## config.mk

```make
export PLATFORM = sky130hd
export DESIGN_NAME = copperv_fetch
export DESIGN_NICKNAME = d
export VERILOG_FILES = /design/src/rtl/copperv_fetch.sv
export SDC_FILE = /design/constraint.sdc
export NUM_CORES = 1
export LEC_CHECK = 0
export ABC_CLOCK_PERIOD_IN_PS = 5000
export BUFFER_PORTS_ARGS = -buffer_cell sky130_fd_sc_hd__buf_2
export CAP_MARGIN = 40
export CORE_ASPECT_RATIO = 0.8
export CORE_MARGIN = 1.5
export CORE_UTILIZATION = 45
export CTS_CLUSTER_DIAMETER = 120
export DETAILED_ROUTE_END_ITERATION = 8
export PLACE_DENSITY = 0.73
export SYNTH_ARGS = -nofsm -noshare
export SYNTH_HDL_FRONTEND = slang
export SYNTH_SLANG_ARGS = --single-unit
```

## constraint.sdc

```tcl
create_clock -name clk -period 5 [get_ports clk]
set_input_delay 0.25 -clock clk [delete_from_list [all_inputs] [get_ports clk]]
set_output_delay 0.25 -clock clk [all_outputs]
set_load 0.01 [all_outputs]
```

## src/rtl/copperv_fetch.sv

```systemverilog
// copperv_fetch: instruction fetch stage, single outstanding bus read feeding a small instruction FIFO
module copperv_fetch #(
  parameter int bus_width  = 32,
  parameter int pc_width   = 32,
  parameter int fifo_depth = 2
) (
  input  logic                 clk,
  input  logic                 rst,
  input  logic                 pc_valid,
  input  logic [pc_width-1:0]  pc,
  output logic                 pc_ready,
  input  logic                 flush,
  output logic                 i_raddr_valid,
  input  logic                 i_raddr_ready,
  output logic [bus_width-1:0] i_raddr,
  input  logic                 i_rdata_valid,
  output logic                 i_rdata_ready,
  input  logic [bus_width-1:0] i_rdata,
  output logic                 inst_valid,
  input  logic                 inst_ready,
  output logic [bus_width-1:0] inst,
  output logic [pc_width-1:0]  inst_pc
);
  localparam int AW = fifo_depth > 1 ? $clog2(fifo_depth) : 1;
  localparam int CW = $clog2(fifo_depth + 1);
  localparam logic [1:0] IDLE = 2'd0;
  localparam logic [1:0] ADDR = 2'd1;
  localparam logic [1:0] WAIT = 2'd2;
  logic [1:0]           r_state;
  logic [pc_width-1:0]  r_req_pc;
  logic                 r_drop;
  logic [bus_width-1:0] r_mem_inst [fifo_depth];
  logic [pc_width-1:0]  r_mem_pc   [fifo_depth];
  logic [AW-1:0]        r_wptr, r_rptr;
  logic [CW-1:0]        r_count;
  logic                 w_full, w_accept, w_push, w_pop;
  // Outputs come from registered state only; flush may veto a new accept in its own cycle
  assign w_full        = r_count == CW'(fifo_depth);
  assign pc_ready      = rst && r_state == IDLE && !w_full && !flush;
  assign i_raddr_valid = rst && r_state == ADDR;
  assign i_rdata_ready = rst && r_state == WAIT;
  assign inst_valid    = rst && r_count != '0;
  assign i_raddr       = rst ? bus_width'({r_req_pc[pc_width-1:2], 2'b00}) : '0;
  assign inst          = rst ? r_mem_inst[r_rptr] : '0;
  assign inst_pc       = rst ? r_mem_pc[r_rptr] : '0;
  assign w_accept      = pc_valid && pc_ready;
  assign w_push        = i_rdata_ready && i_rdata_valid && !r_drop && !flush;
  assign w_pop         = inst_valid && inst_ready;
  // Request sequencer: one read in flight, a flushed request still completes but its data is dropped
  always_ff @(posedge clk) begin
    if (!rst) begin
      r_state  <= IDLE;
      r_req_pc <= '0;
      r_drop   <= 1'b0;
    end else begin
      r_state  <= r_state == IDLE ? (w_accept ? ADDR : IDLE) :
                  r_state == ADDR ? (i_raddr_ready ? WAIT : ADDR) :
                  (i_rdata_valid ? IDLE : WAIT);
      r_req_pc <= w_accept ? pc : r_req_pc;
      r_drop   <= (r_state == WAIT && i_rdata_valid) ? 1'b0 :
                  (flush && r_state != IDLE) ? 1'b1 : r_drop;
    end
  end
  // FIFO bookkeeping: flush empties it outright and overrides any pop in the same cycle
  always_ff @(posedge clk) begin
    if (!rst || flush) begin
      r_wptr  <= '0;
      r_rptr  <= '0;
      r_count <= '0;
    end else begin
      r_wptr  <= w_push ? (r_wptr == AW'(fifo_depth - 1) ? '0 : r_wptr + 1'b1) : r_wptr;
      r_rptr  <= w_pop ? (r_rptr == AW'(fifo_depth - 1) ? '0 : r_rptr + 1'b1) : r_rptr;
      r_count <= r_count + CW'(w_push) - CW'(w_pop);
    end
  end
  // FIFO storage, written only with words that survived flush/drop
  always_ff @(posedge clk) begin
    if (w_push) begin
      r_mem_inst[r_wptr] <= i_rdata;
      r_mem_pc[r_wptr]   <= r_req_pc;
    end
  end
endmodule

```

==> results_tabular.tex <==
\begin{tabular}{lr}
\hline
Metric & Value \\
\hline
\multicolumn{2}{l}{\textbf{Run status}} \\
\quad Run status & complete, no violations \\
\multicolumn{2}{l}{\textbf{STA}} \\
\quad Part of the cycle the worst path needs & 47.0\% \\
\quad Pins over their slew limit & 0 \\
\quad Number of hold-slack violations in the final timing report & 0 \\
\quad Headroom to the max-slew limit & 40.8\% \\
\quad Post-route minimum period & $\sim$2.4 ns \\
\quad Final-report setup violation count & 0 \\
\quad Final setup TNS & 0 ns \\
\quad Unrepaired setup endpoints after global routing & false \\
\quad Max Clk Rate & about 0.43 GHz \\
\quad Worst-margin pin slew & 0.888 ns \\
\quad Worst clock skew & approximately 0.0067 ns \\
\multicolumn{2}{l}{\textbf{Pwr}} \\
\quad Largest voltage drop on the vdd net & about 0.26 mV \\
\quad Power share of the clock group & 44.9\% \\
\quad Logic gate share of total power & 4.5\% \\
\quad Static Leakage & 3.32 nW \\
\quad Power Dens Cells & roughly 360 nW/um\^{}2 \\
\quad Internal Dissipation & 0.00241 W \\
\quad Switching part of the total & 20.0\% \\
\quad Portion of total power attributed to sequential cells & between 50 and 60\% \\
\quad Switching pwr & 0.000604 W \\
\multicolumn{2}{l}{\textbf{Layout}} \\
\quad Sequential cell area in the final layout & about 4600 sq um \\
\quad Footprint of the multi-input gates & 1960 sq um \\
\quad Net count reported at finish & between 600 and 700 \\
\quad End-of-flow core utilization & between 50\% and 60\% \\
\quad Number of antenna cells inserted & 0 \\
\quad Ratio of cells with drive above 1 in the final layout & between 30\% and 40\% \\
\quad Filler cells & 1135 \\
\quad Area added between synthesis and finish & 25.2\% \\
\multicolumn{2}{l}{\textbf{Yosys}} \\
\quad Most numerous cell types in the synthesized netlist & sky130\_fd\_sc\_hd\_\_edfxtp\_1, sky130\_fd\_sc\_hd\_\_mux2i\_1, sky130\_fd\_sc\_hd\_\_nor2b\_1 \\
\quad Sequential area share after synthesis & between 60\% and 70\% \\
\quad Syn Std Cell Area & 6770 sq um \\
\quad Cell with the most instances after synthesis & sky130\_fd\_sc\_hd\_\_edfxtp\_1 \\
\quad Number of storage elements in the synthesis netlist & $\sim$170 \\
\quad Cells after synthesis & 429 \\
\quad Synth Warn \# & 0 \\
\quad Post-synth EDFFs & 128 \\
\quad Yosys cell types & 34 \\
\quad Mean instance size in the synthesized netlist & 15.8 sq um \\
\quad Cell taking the most area after synthesis & sky130\_fd\_sc\_hd\_\_edfxtp\_1 \\
\quad Top\_reg\_cell synth & sky130\_fd\_sc\_hd\_\_edfxtp\_1 \\
\quad Area share of the leading cell type in the synthesized netlist & 56.8\% \\
\quad Ranking of synthesized cells by area & sky130\_fd\_sc\_hd\_\_edfxtp\_1, sky130\_fd\_sc\_hd\_\_dfxtp\_1, sky130\_fd\_sc\_hd\_\_mux2i\_1 \\
\quad Fraction of synthesis flops using an asynchronous set or reset pin & 0\% \\
\multicolumn{2}{l}{\textbf{Placed design}} \\
\quad Number of buffers added on ports & roughly 170 \\
\quad Placer Congestion & 0.772 \\
\quad HPWL after detailed placement & 8500 um \\
\multicolumn{2}{l}{\textbf{Hold path}} \\
\quad Worst min path class & primary input to flop \\
\quad Hold path startpoint & i\_rdata[27] \\
\quad Worst hold path endpoint & r\_mem\_inst[0][27] \\
\quad Hold path cells & 1 \\
\multicolumn{2}{l}{\textbf{CTS}} \\
\quad PostCTS Resize Cnt & 0 \\
\quad Post-CTS clock slew at the launch and capture registers of the worst setup and hold paths & about 0.060 ns \\
\quad Number of levels the H-tree was split into & 4 \\
\quad CTS Buf Count & 17 \\
\quad Clock tree root driver cell & sky130\_fd\_sc\_hd\_\_clkbuf\_16 \\
\quad Worst-Skew Late Latency & 0.42 ns \\
\quad CTS tree & done \\
\quad Number of clock sinks & 168 \\
\quad Number of buffers on the longest clock path & 2 \\
\multicolumn{2}{l}{\textbf{Die}} \\
\quad Full die area & 15800 sq um \\
\quad Die span in y & 113 um \\
\quad Total number of placement rows & 39 \\
\quad Horizontal die dimension & 140 um \\
\quad Core area & 14500 sq um \\
\quad I/O pins & roughly 170 \\
\quad Initial Utilization & 46.7\% \\
\multicolumn{2}{l}{\textbf{Drt}} \\
\quad Initial DRC Count & 206 \\
\quad Via count normalized by instance count & between 4 and 5 \\
\quad Wire length reported by the detailed router & around 13000 um \\
\quad Total via count in the routed design & 3856 \\
\quad Residual DRC & 0 \\
\quad First-pass detailed-route iteration total & 4 \\
\quad Detailed-route wire length per cell & around 16 um \\
\quad Count of antenna-violating nets left after detailed routing & 0 \\
\multicolumn{2}{l}{\textbf{Setup path}} \\
\quad Nature of the critical path endpoint & flop \\
\quad Worst Reg-to-Reg Cells & 5 \\
\quad Biggest cell delay along the critical path & 0.67 ns \\
\quad Arrival time worst endpoint & between 2 and 3 ns \\
\quad Slowest library cell on the worst path & sky130\_fd\_sc\_hd\_\_buf\_4 \\
\quad Critical path launch point type & primary input \\
\quad Crit path cell chain & buf\_2 > buf\_4 > nor4b\_4 > and3\_2 > buf\_16 > mux2\_2 \\
\quad Worst endpoint required time & 5.31 ns \\
\quad Timing startpoint of the critical path & rst \\
\quad Beginning of the worst register-to-register path & r\_state[1] \\
\quad Maximum fanout along the worst path & 106 \\
\quad Reg-to-reg slack, setup & about 2.7 ns \\
\quad Type of the worst setup path & primary input to flop \\
\quad Endpoint of the worst-slack reg-to-reg timing path & r\_mem\_inst[1][1] \\
\multicolumn{2}{l}{\textbf{GRT}} \\
\quad Global-route wire length before repair & 19400 um \\
\quad Number of global-route vias before repair & about 3800 \\
\quad Initial antenna violation count & 0 \\
\quad Total track usage & 16.3\% \\
\quad Grt ovf & 0 \\
\quad Pin count of the biggest net entering global routing & 107 \\
\multicolumn{2}{l}{\textbf{Run}} \\
\quad Maxcap violations & 0 \\
\hline
\end{tabular}
==> stage by stage <==
step,hold slack (ns),setup slack (ns),instances,area (sq um),total power (W)
after floorplan,0.349,0.967,430,6770,0.00163
after global placement,0.431,2.12,761,7720,0.00169
after detailed placement,0.436,2.18,765,7820,0.00169
after CTS,0.00285,2.63,798,8460,0.00304
after global routing,0.00277,2.49,799,8470,0.00312
final,0.0216,2.65,799,8470,0.00302
==> layout by cell type (no fill, tap or decap), types with 4 or more instances in the layout <==
cell                        count
sky130_fd_sc_hd__buf_2        168
sky130_fd_sc_hd__edfxtp_1     128
sky130_fd_sc_hd__mux2i_1       68
sky130_fd_sc_hd__nor2b_1       64
sky130_fd_sc_hd__dfxtp_1       39
sky130_fd_sc_hd__and2_1        30
sky130_fd_sc_hd__mux2_4        25
sky130_fd_sc_hd__clkbuf_16     20
sky130_fd_sc_hd__nand2_1        8
sky130_fd_sc_hd__inv_1          6
sky130_fd_sc_hd__nor2_1         5
sky130_fd_sc_hd__clkinv_2       4
==> state kept, by name, summed over array words and instances (netlist names), named ones only <==
name        flops
r_wptr          1
r_req_pc       32
r_mem_inst     64
r_count         2
r_state         2
r_drop          1
r_mem_pc       64
r_rptr          1
==> power groups by stage <==
stage / combinational (W) / sequential [W] / clock [W]
floorplan: 0.0000759 / 0.00155 / 0
global placement: 0.000130 / 0.00156 / 0
detailed placement: 0.000136 / 0.00156 / 0
CTS: 0.000137 / 0.00153 / 0.00138
global route: 0.000148 / 0.00153 / 0.00144
finish: 0.000136 / 0.00153 / 0.00136
==> worst max-delay path by stage <==
stage | endpoint | slack [ns] | depth (start not counted)
final | r_req_pc[19] | 2.65 | 6
after global placement | r_req_pc[31] | 2.12 | 5
after CTS | r_req_pc[19] | 2.63 | 6
after detailed placement | r_req_pc[19] | 2.18 | 6
after floorplan | r_mem_inst[0][0] | 0.97 | 3
after global routing | r_req_pc[19] | 2.49 | 6
==> logic make-up after synthesis <==
| family | Yosys count | synth area share [%] |
|---|---|---|
| AOI/OAI and AO/OA | 7 | 0.665 |
| xor gates and xnor gates | 2 | 0.259 |
| DFF | 168 | 68.6 |
| adders and majority gates | 2 | 0.370 |
| and+or+nand+nor | 123 | 11.2 |
| buffers and inverters | 30 | 2.75 |
| muxes | 96 | 16.1 |
| other | 1 | 0.0554 |
==> cell type report <==
class / count / share of cell area, %
Clock inverter: 12 / 1.58
Tap cell: 184 / 2.72
Clock buffer: 20 / 5.91
Sequential cell: 168 / 54.9
Multi-Input combinational cell: 232 / 23.1
Inverter: 6 / 0.266
Timing Repair Buffer: 177 / 11.5
==> timing repair <==
action	4_1_cts	5_1_grt
hold buffers	1	1
setup buffers	0	0
hold endpoints to repair	2	2
==> worst max-delay path, delay by kind of cell <==
kind	cells	cell delay, ns
AND/OR/NAND/NOR	2	1.03
buffers and inverters	3	1.00
multiplexers	1	0.35
==> per-layer routing <==
layer / global-route usage (%) / up-vias / routed length [um]
met3: 4.78 / 11 / 751
met4: 5.96 / 0 / 121
met2: 25.0 / 137 / 5740
met5: 0 / - / 0
met1: 22.3 / 1834 / 6030
li1: - / 1874 / -
(Power assumes the default switching activity.)
